`src/rtl/seg_scan_ctrl_if.sv`:
```
// Frame handshake between the digit converters and the display scanner.
// The source drives the packed 7-segment codes and valid. The scanner returns ready.
interface seg_scan_ctrl_if #(
  parameter int NUM_DIGITS = 4
);
  logic [7*NUM_DIGITS-1:0] frame_in;
  logic                    frame_valid;
  logic                    frame_ready;

  modport master (output frame_in, output frame_valid, input frame_ready);
  modport slave  (input frame_in, input frame_valid, output frame_ready);
endinterface

```
`src/rtl/seg_scan_ctrl.sv`:
```
// Multiplexed 7-segment scanner: a double-buffered frame is shown one digit per DIV-cycle slot.
// Define LEADING_ZERO_BLANK_EN to darken the leading zero digits of each frame.
module seg_scan_ctrl #(
  parameter int NUM_DIGITS = 4,
  parameter int DIV        = 1000,
  parameter int BLANK_CYC  = 16
) (
  input  logic                  clock,
  input  logic                  rst,
  seg_scan_ctrl_if.slave        frame_bus,
  output logic [6:0]            seg,
  output logic [NUM_DIGITS-1:0] digit_en,
  output logic                  frame_done
);

  localparam int TICK_W = (DIV > 1) ? $clog2(DIV) : 1;
  localparam int DIG_W  = (NUM_DIGITS > 1) ? $clog2(NUM_DIGITS) : 1;
  localparam logic [TICK_W-1:0] TICK_LAST = TICK_W'(DIV - 1);
  localparam logic [TICK_W-1:0] BLANK_END = TICK_W'(BLANK_CYC);
  localparam logic [DIG_W-1:0]  DIG_LAST  = DIG_W'(NUM_DIGITS - 1);

  typedef enum logic [1:0] {IDLE, BLANK, SHOW} state_e;
  typedef logic [NUM_DIGITS-1:0][6:0] frame_t;

  state_e                  state_q, state_d;
  logic [TICK_W-1:0]       tick_q, tick_d;
  logic [DIG_W-1:0]        digit_q, digit_d;
  frame_t                  pending_q, pending_d;
  frame_t                  active_q, active_d;
  logic                    pending_vld_q, pending_vld_d;
  logic [6:0]              seg_q, seg_d;
  logic [NUM_DIGITS-1:0]   digit_en_q, digit_en_d;
  logic                    frame_done_q, frame_done_d;
  logic                    accept, wrap, promote, digit_hidden;

  assign frame_bus.frame_ready = !pending_vld_q;
  assign accept = frame_bus.frame_valid && !pending_vld_q;
  assign wrap   = (state_q != IDLE) && (tick_q == TICK_LAST) && (digit_q == DIG_LAST);

`ifdef LEADING_ZERO_BLANK_EN
  localparam logic [6:0] SEG_ZERO = 7'b0111111;
  logic [NUM_DIGITS-1:0] mask_q, mask_d;

  // Zero digits are masked from the top down until the first nonzero one; digit 0 always shows.
  function automatic logic [NUM_DIGITS-1:0] lzb_mask(input frame_t f);
    logic run;
    lzb_mask = '0;
    run      = 1'b1;
    for (int d = NUM_DIGITS - 1; d > 0; d--) begin
      run         = run && (f[d] == SEG_ZERO);
      lzb_mask[d] = run;
    end
  endfunction

  assign mask_d       = promote ? lzb_mask(pending_q) : mask_q;
  assign digit_hidden = mask_q[digit_q];

  always_ff @(posedge clock) begin
    mask_q <= mask_d;
  end
`else
  assign digit_hidden = 1'b0;
`endif

  always_comb begin
    // NOTE: every signal driven here gets a default first, so no path can leave a latch behind.
    state_d       = state_q;
    tick_d        = tick_q;
    digit_d       = digit_q;
    pending_d     = pending_q;
    pending_vld_d = pending_vld_q;
    active_d      = active_q;
    promote       = 1'b0;
    seg_d         = 7'd0;
    digit_en_d    = '0;
    frame_done_d  = wrap;

    if (accept) begin
      pending_d     = frame_t'(frame_bus.frame_in);
      pending_vld_d = 1'b1;
    end

    case (state_q)
      IDLE: begin
        if (pending_vld_q) begin
          promote = 1'b1;
          tick_d  = '0;
          digit_d = '0;
          state_d = (BLANK_CYC > 0) ? BLANK : SHOW;
        end
      end
      default: begin
        tick_d = (tick_q == TICK_LAST) ? '0 : tick_q + TICK_W'(1);
        if (tick_q == TICK_LAST)
          digit_d = (digit_q == DIG_LAST) ? '0 : digit_q + DIG_W'(1);
        // The check looks at pending_vld_q from the start of the cycle. A frame accepted on the wrap waits one more scan.
        promote = wrap && pending_vld_q;
        state_d = ((BLANK_CYC > 0) && (tick_d < BLANK_END)) ? BLANK : SHOW;
      end
    endcase

    // Accept needs pending empty and promote needs it full, so they never collide.
    if (promote) begin
      active_d      = pending_q;
      pending_vld_d = 1'b0;
    end

    if ((state_q == SHOW) && !digit_hidden) begin
      seg_d               = active_q[digit_q];
      digit_en_d[digit_q] = 1'b1;
    end
  end

  // NOTE: sequential state uses non-blocking assignments so every register samples pre-edge values.
  always_ff @(posedge clock) begin
    if (rst) begin
      state_q       <= IDLE;
      tick_q        <= '0;
      digit_q       <= '0;
      pending_vld_q <= 1'b0;
      seg_q         <= 7'd0;
      digit_en_q    <= '0;
      frame_done_q  <= 1'b0;
    end else begin
      state_q       <= state_d;
      tick_q        <= tick_d;
      digit_q       <= digit_d;
      pending_vld_q <= pending_vld_d;
      seg_q         <= seg_d;
      digit_en_q    <= digit_en_d;
      frame_done_q  <= frame_done_d;
    end
  end

  // NOTE: frame storage is not reset. Valid flags and the FSM gate every read of it.
  always_ff @(posedge clock) begin
    pending_q <= pending_d;
    active_q  <= active_d;
  end

  assign seg        = seg_q;
  assign digit_en   = digit_en_q;
  assign frame_done = frame_done_q;

endmodule
```
`src/flat_wrapper.sv`:
```
// flat-port wrapper written by rule: the top's interface ports become plain ports
module seg_scan_ctrl_flat 
#(
  parameter int NUM_DIGITS = 4,
  parameter int DIV        = 1000,
  parameter int BLANK_CYC  = 16
)
  (clock, rst, seg, digit_en, frame_done, frame_bus_frame_in, frame_bus_frame_valid, frame_bus_frame_ready);
  seg_scan_ctrl_if #(.NUM_DIGITS(NUM_DIGITS)) frame_bus_i ();
  input  logic clock;
  input  logic rst;
  output logic [6:0] seg;
  output logic [NUM_DIGITS-1:0] digit_en;
  output logic frame_done;
  input wire logic [$bits(frame_bus_i.frame_in)-1:0] frame_bus_frame_in;
  input wire logic [$bits(frame_bus_i.frame_valid)-1:0] frame_bus_frame_valid;
  output wire logic [$bits(frame_bus_i.frame_ready)-1:0] frame_bus_frame_ready;
  assign frame_bus_i.frame_in = frame_bus_frame_in;
  assign frame_bus_i.frame_valid = frame_bus_frame_valid;
  assign frame_bus_frame_ready = frame_bus_i.frame_ready;
  seg_scan_ctrl #(.NUM_DIGITS(NUM_DIGITS), .DIV(DIV), .BLANK_CYC(BLANK_CYC)) u_core (.clock(clock), .rst(rst), .frame_bus(frame_bus_i), .seg(seg), .digit_en(digit_en), .frame_done(frame_done));
endmodule
```
`config.mk`:
```
export PLATFORM = sky130hd
export DESIGN_NAME = seg_scan_ctrl_flat
export DESIGN_NICKNAME = d
export VERILOG_FILES = /design/src/rtl/seg_scan_ctrl_if.sv /design/src/rtl/seg_scan_ctrl.sv /design/src/flat_wrapper.sv
export SDC_FILE = /design/constraint.sdc
export NUM_CORES = 1
export LEC_CHECK = 0
export ABC_AREA = 0
export ABC_CLOCK_PERIOD_IN_PS = 9100
export CORE_UTILIZATION = 57
export CTS_CLUSTER_SIZE = 24
export DETAILED_ROUTE_END_ITERATION = 8
export GPL_ROUTABILITY_DRIVEN = 0
export GPL_TIMING_DRIVEN = 0
export PLACE_DENSITY = 0.84
export SETUP_SLACK_MARGIN = 0.2
export SLEW_MARGIN = 20
export SYNTH_ARGS = -nofsm -noshare
export SYNTH_HDL_FRONTEND = slang
export SYNTH_SLANG_ARGS = --single-unit
```
`constraint.sdc`:
```
create_clock -name clock -period 9.1 [get_ports clock]
set_input_delay 0.91 -clock clock [delete_from_list [all_inputs] [get_ports clock]]
set_output_delay 0.91 -clock clock [all_outputs]
set_load 0.02 [all_outputs]
```
==> impl_metrics.toml <==
[status]
outcome = "completed"

[setup_path]
path_cells = "ha_1 > buf_2 > nand3_1 > nor3_4 > a21oi_1 > nor2_4"
worstSetupEndpointType = "flip-flop"
cpMaxStageDelayCell = "sky130_fd_sc_hd__nor2_4"
cpPeakStageDelay_ps = 610
start_kind = "flip-flop"
worst_setup_path_category = "reg -> reg"
ff2ff_path_depth = 6
cp_max_fo = 28
required_ps = 9080
arrival_ps = 2560

[detailed_routing]
drt_wl_total_um = 5180
drt-wirelength-per-cell_um = 15.6
drc_viols = 0
ant_nets = 0
drt_iter0_markers = 229
via_count = 1854
via_to_cell_ratio = 5.58
tritonroute_pass_1_iters = 4

[cts]
clock-sinks = 83
clk-insertion-delay-late_ps = 350
cts_root_buf = "sky130_fd_sc_hd__clkbuf_8"
cts_setup_buffers = 0
post_cts_hold_buffer_count = 0
clk_transition_reported_paths_ps = 80
cells_resized_by_post_cts_repair = 0
clock_tree.buffer_depth = 2
cts-htree-levels = 3
tritoncts = "done"
cts_buf_count = 9

[global_routing]
overall_fraction_of_global_route_tracks_in_use = 0.209
grt_antenna_before_repair = 0
global_route_wire_length_before_repair_um = 8170
via_count_of_the_first_global_routing_pass = 1808
grt_overflow_total = 0
grt_start_max_net_pins = 30

[synth]
synthesized_netlist_net_count = 240
xor_xnor_cell_area_share_of_the_yosys_netlist = 0.00569
synth-main-ff-cell = "sky130_fd_sc_hd__edfxtp_1"
yosysWarningCount = 0
synthAdderAreaFrac = 0.0203
synthDistinctLibCells = 39
synth-edff-count = 56
synth-seq-cells = 83
synthDominantAreaCellType = "sky130_fd_sc_hd__edfxtp_1"
synth-seq-area-share = 0.722
yosys-mux-area-fraction = 0.0512
synth_async_sr_flop_share = 0
synthSimpleGateAreaFrac = 0.107
synth_area_leaders = "sky130_fd_sc_hd__edfxtp_1 55%, sky130_fd_sc_hd__dfxtp_1 18%, sky130_fd_sc_hd__mux4_2 5.1%"
largest_family_of_logic_cells_by_synthesized_area = "simple AND/OR/NAND/NOR gates"
synth_compound_area_frac = 0.0752
synthDominantCellAreaShare = 0.547
syn_inst = 204
avgSynthCellArea_um2 = 15.1
netlist_area_um2 = 3080

[sta]
tightest_slew_ps = 766
clock-skew-final_ps = 8.98
timing.setup.tns_ps = 0
timing.fmax_ghz = 0.387
final_hold_viol_count = 0
slew_headroom = 0.488
rsz0062_at_grt = "no"
setup_viol = 0
fin_ws_ps = 6520
final.period_utilization = 0.284
layout_min_cycle_time_ps = 2580
worst_hold_slack_ps = 425
finalMaxSlewViolations = 0

[layout]
mostFrequentLayoutCell = "sky130_fd_sc_hd__edfxtp_1"
design.final.nets = 293
final_area_um2 = 3810
area.growth.synth_to_final_pct = 24.0
multiInputGateArea_um2 = 812
post_layout_nonfiller_instances = 332
most_used_cells_in_the_layout_excluding_fill_and_tap_cells = "56 x sky130_fd_sc_hd__edfxtp_1, 42 x sky130_fd_sc_hd__clkdlybuf4s50_1, 27 x sky130_fd_sc_hd__dfxtp_1, 14 x sky130_fd_sc_hd__a21oi_1, 12 x sky130_fd_sc_hd__nor2_1"
final-seq-area_um2 = 2220
layout-drive-gt1-share = 0.141
fillCellCount = 354
fin_util = 0.742
n_antenna_cell = 0

[placement]
area_after_detailed_placement_um2 = 3600
post-place-cells = 316
io_buf_count = 42
pre_cts_slack_ps = 6570
hpwlAfterDp_um = 3520

[power]
power_density_nw_per_um2 = 202
p_clk_frac = 0.371
irDropWorstVdd_mv = 0.140
seq_power_share = 0.563
internal-power_mw = 0.604
leakage_power_total_nw = 1.32
power.switching_mw = 0.165
power_frac_comb = 0.066
switching_power_as_a_share_of_total_power = 0.215
total_power_mw = 0.769

[min_path]
hold_depth = 0
path_type_of_the_worst_min_delay_path = "reg -> reg"

[die]
dieHeight_um = 75.5
die_width_um = 75.5
die_footprint_um2 = 5700
rows = 26
core_area_um2 = 5140
design.portCount = 44
initial_utilization = 0.599

[flow_run]
max-cap-violations = 0
==> Yosys cell counts (all sizes together) (2+ instances only) <==
master	count
edfxtp	56
or3	3
mux4	7
a311oi	4
and3	4
and2	12
ha	5
nand3	11
nand3b	2
dfxtp	27
clkbuf	7
nand4	3
o21ai	7
nor3	3
buf	4
inv	3
a21oi	14
nand2	3
nor2	13
==> state kept, by name, indices dropped and copies added, names as in the netlist <==
register / count
u_core.pending_q: 28
u_core.frame_done: 1
u_core.tick_q: 10
u_core.seg: 7
u_core.pending_vld_q: 1
u_core.active_q: 28
u_core.digit_en: 4
u_core.digit_q: 2
u_core.state_q: 2
==> layer usage <==
layer	vias up	track usage	part of all wire	wire [um]
li1	882	-	-	-
met3	17	0.0516	0.048	248
met1	887	0.235	0.39	2020
met5	-	0	0	0
met4	0	0.130	0.034	176
met2	68	0.361	0.53	2740
==> area by class of cell <==
class / instances / share of cell area
inverter: 3 / 0.00295
sequential: 83 / 0.582
tap: 70 / 0.0230
clock buffer: 10 / 0.0335
clock inverter: 6 / 0.0230
multi-input combinational: 107 / 0.213
timing repair buffer: 42 / 0.110
buffer: 11 / 0.0121
==> logic make-up (layout without fill, tap and decap cells) <==
logic type | count (synthesis) | in the layout
DFF | 83 | 83
adders and majority gates | 5 | 5
buffers and inverters | 14 | 72
AOI/OAI and AO/OA | 35 | 35
xor gates and xnor gates | 2 | 2
muxes | 7 | 7
and+or+nand+nor | 58 | 58
==> power groups by stage <==
stage                     clock, mW  sequential (mW)  combinational, mW
after floorplan                   0            0.439             0.0276
after global placement            0            0.440             0.0483
after detailed placement          0            0.441             0.0508
after CTS                     0.290            0.433             0.0511
after global routing          0.304            0.435             0.0562
final                         0.285            0.433             0.0510
==> critical path, delay by kind of cell, from the launching register on <==
family,cells,cell delay (ps)
buffers and inverters,1,180
AND/OR/NAND/NOR,3,1150
AO/OA/AOI/OAI,1,210
adder cells (fa/ha/maj),1,200
flip-flops,1,470
==> final timing paths <==
check                           start                  to  slack [ps]
setup / recovery     u_core.tick_q[1]  u_core.active_q[8]        6520
hold / removal    u_core.pending_q[9]  u_core.active_q[9]         430
setup reg to reg     u_core.tick_q[1]  u_core.active_q[8]        6520
hold reg to reg   u_core.pending_q[9]  u_core.active_q[9]         430
Power figures use the tool's default switching activity.
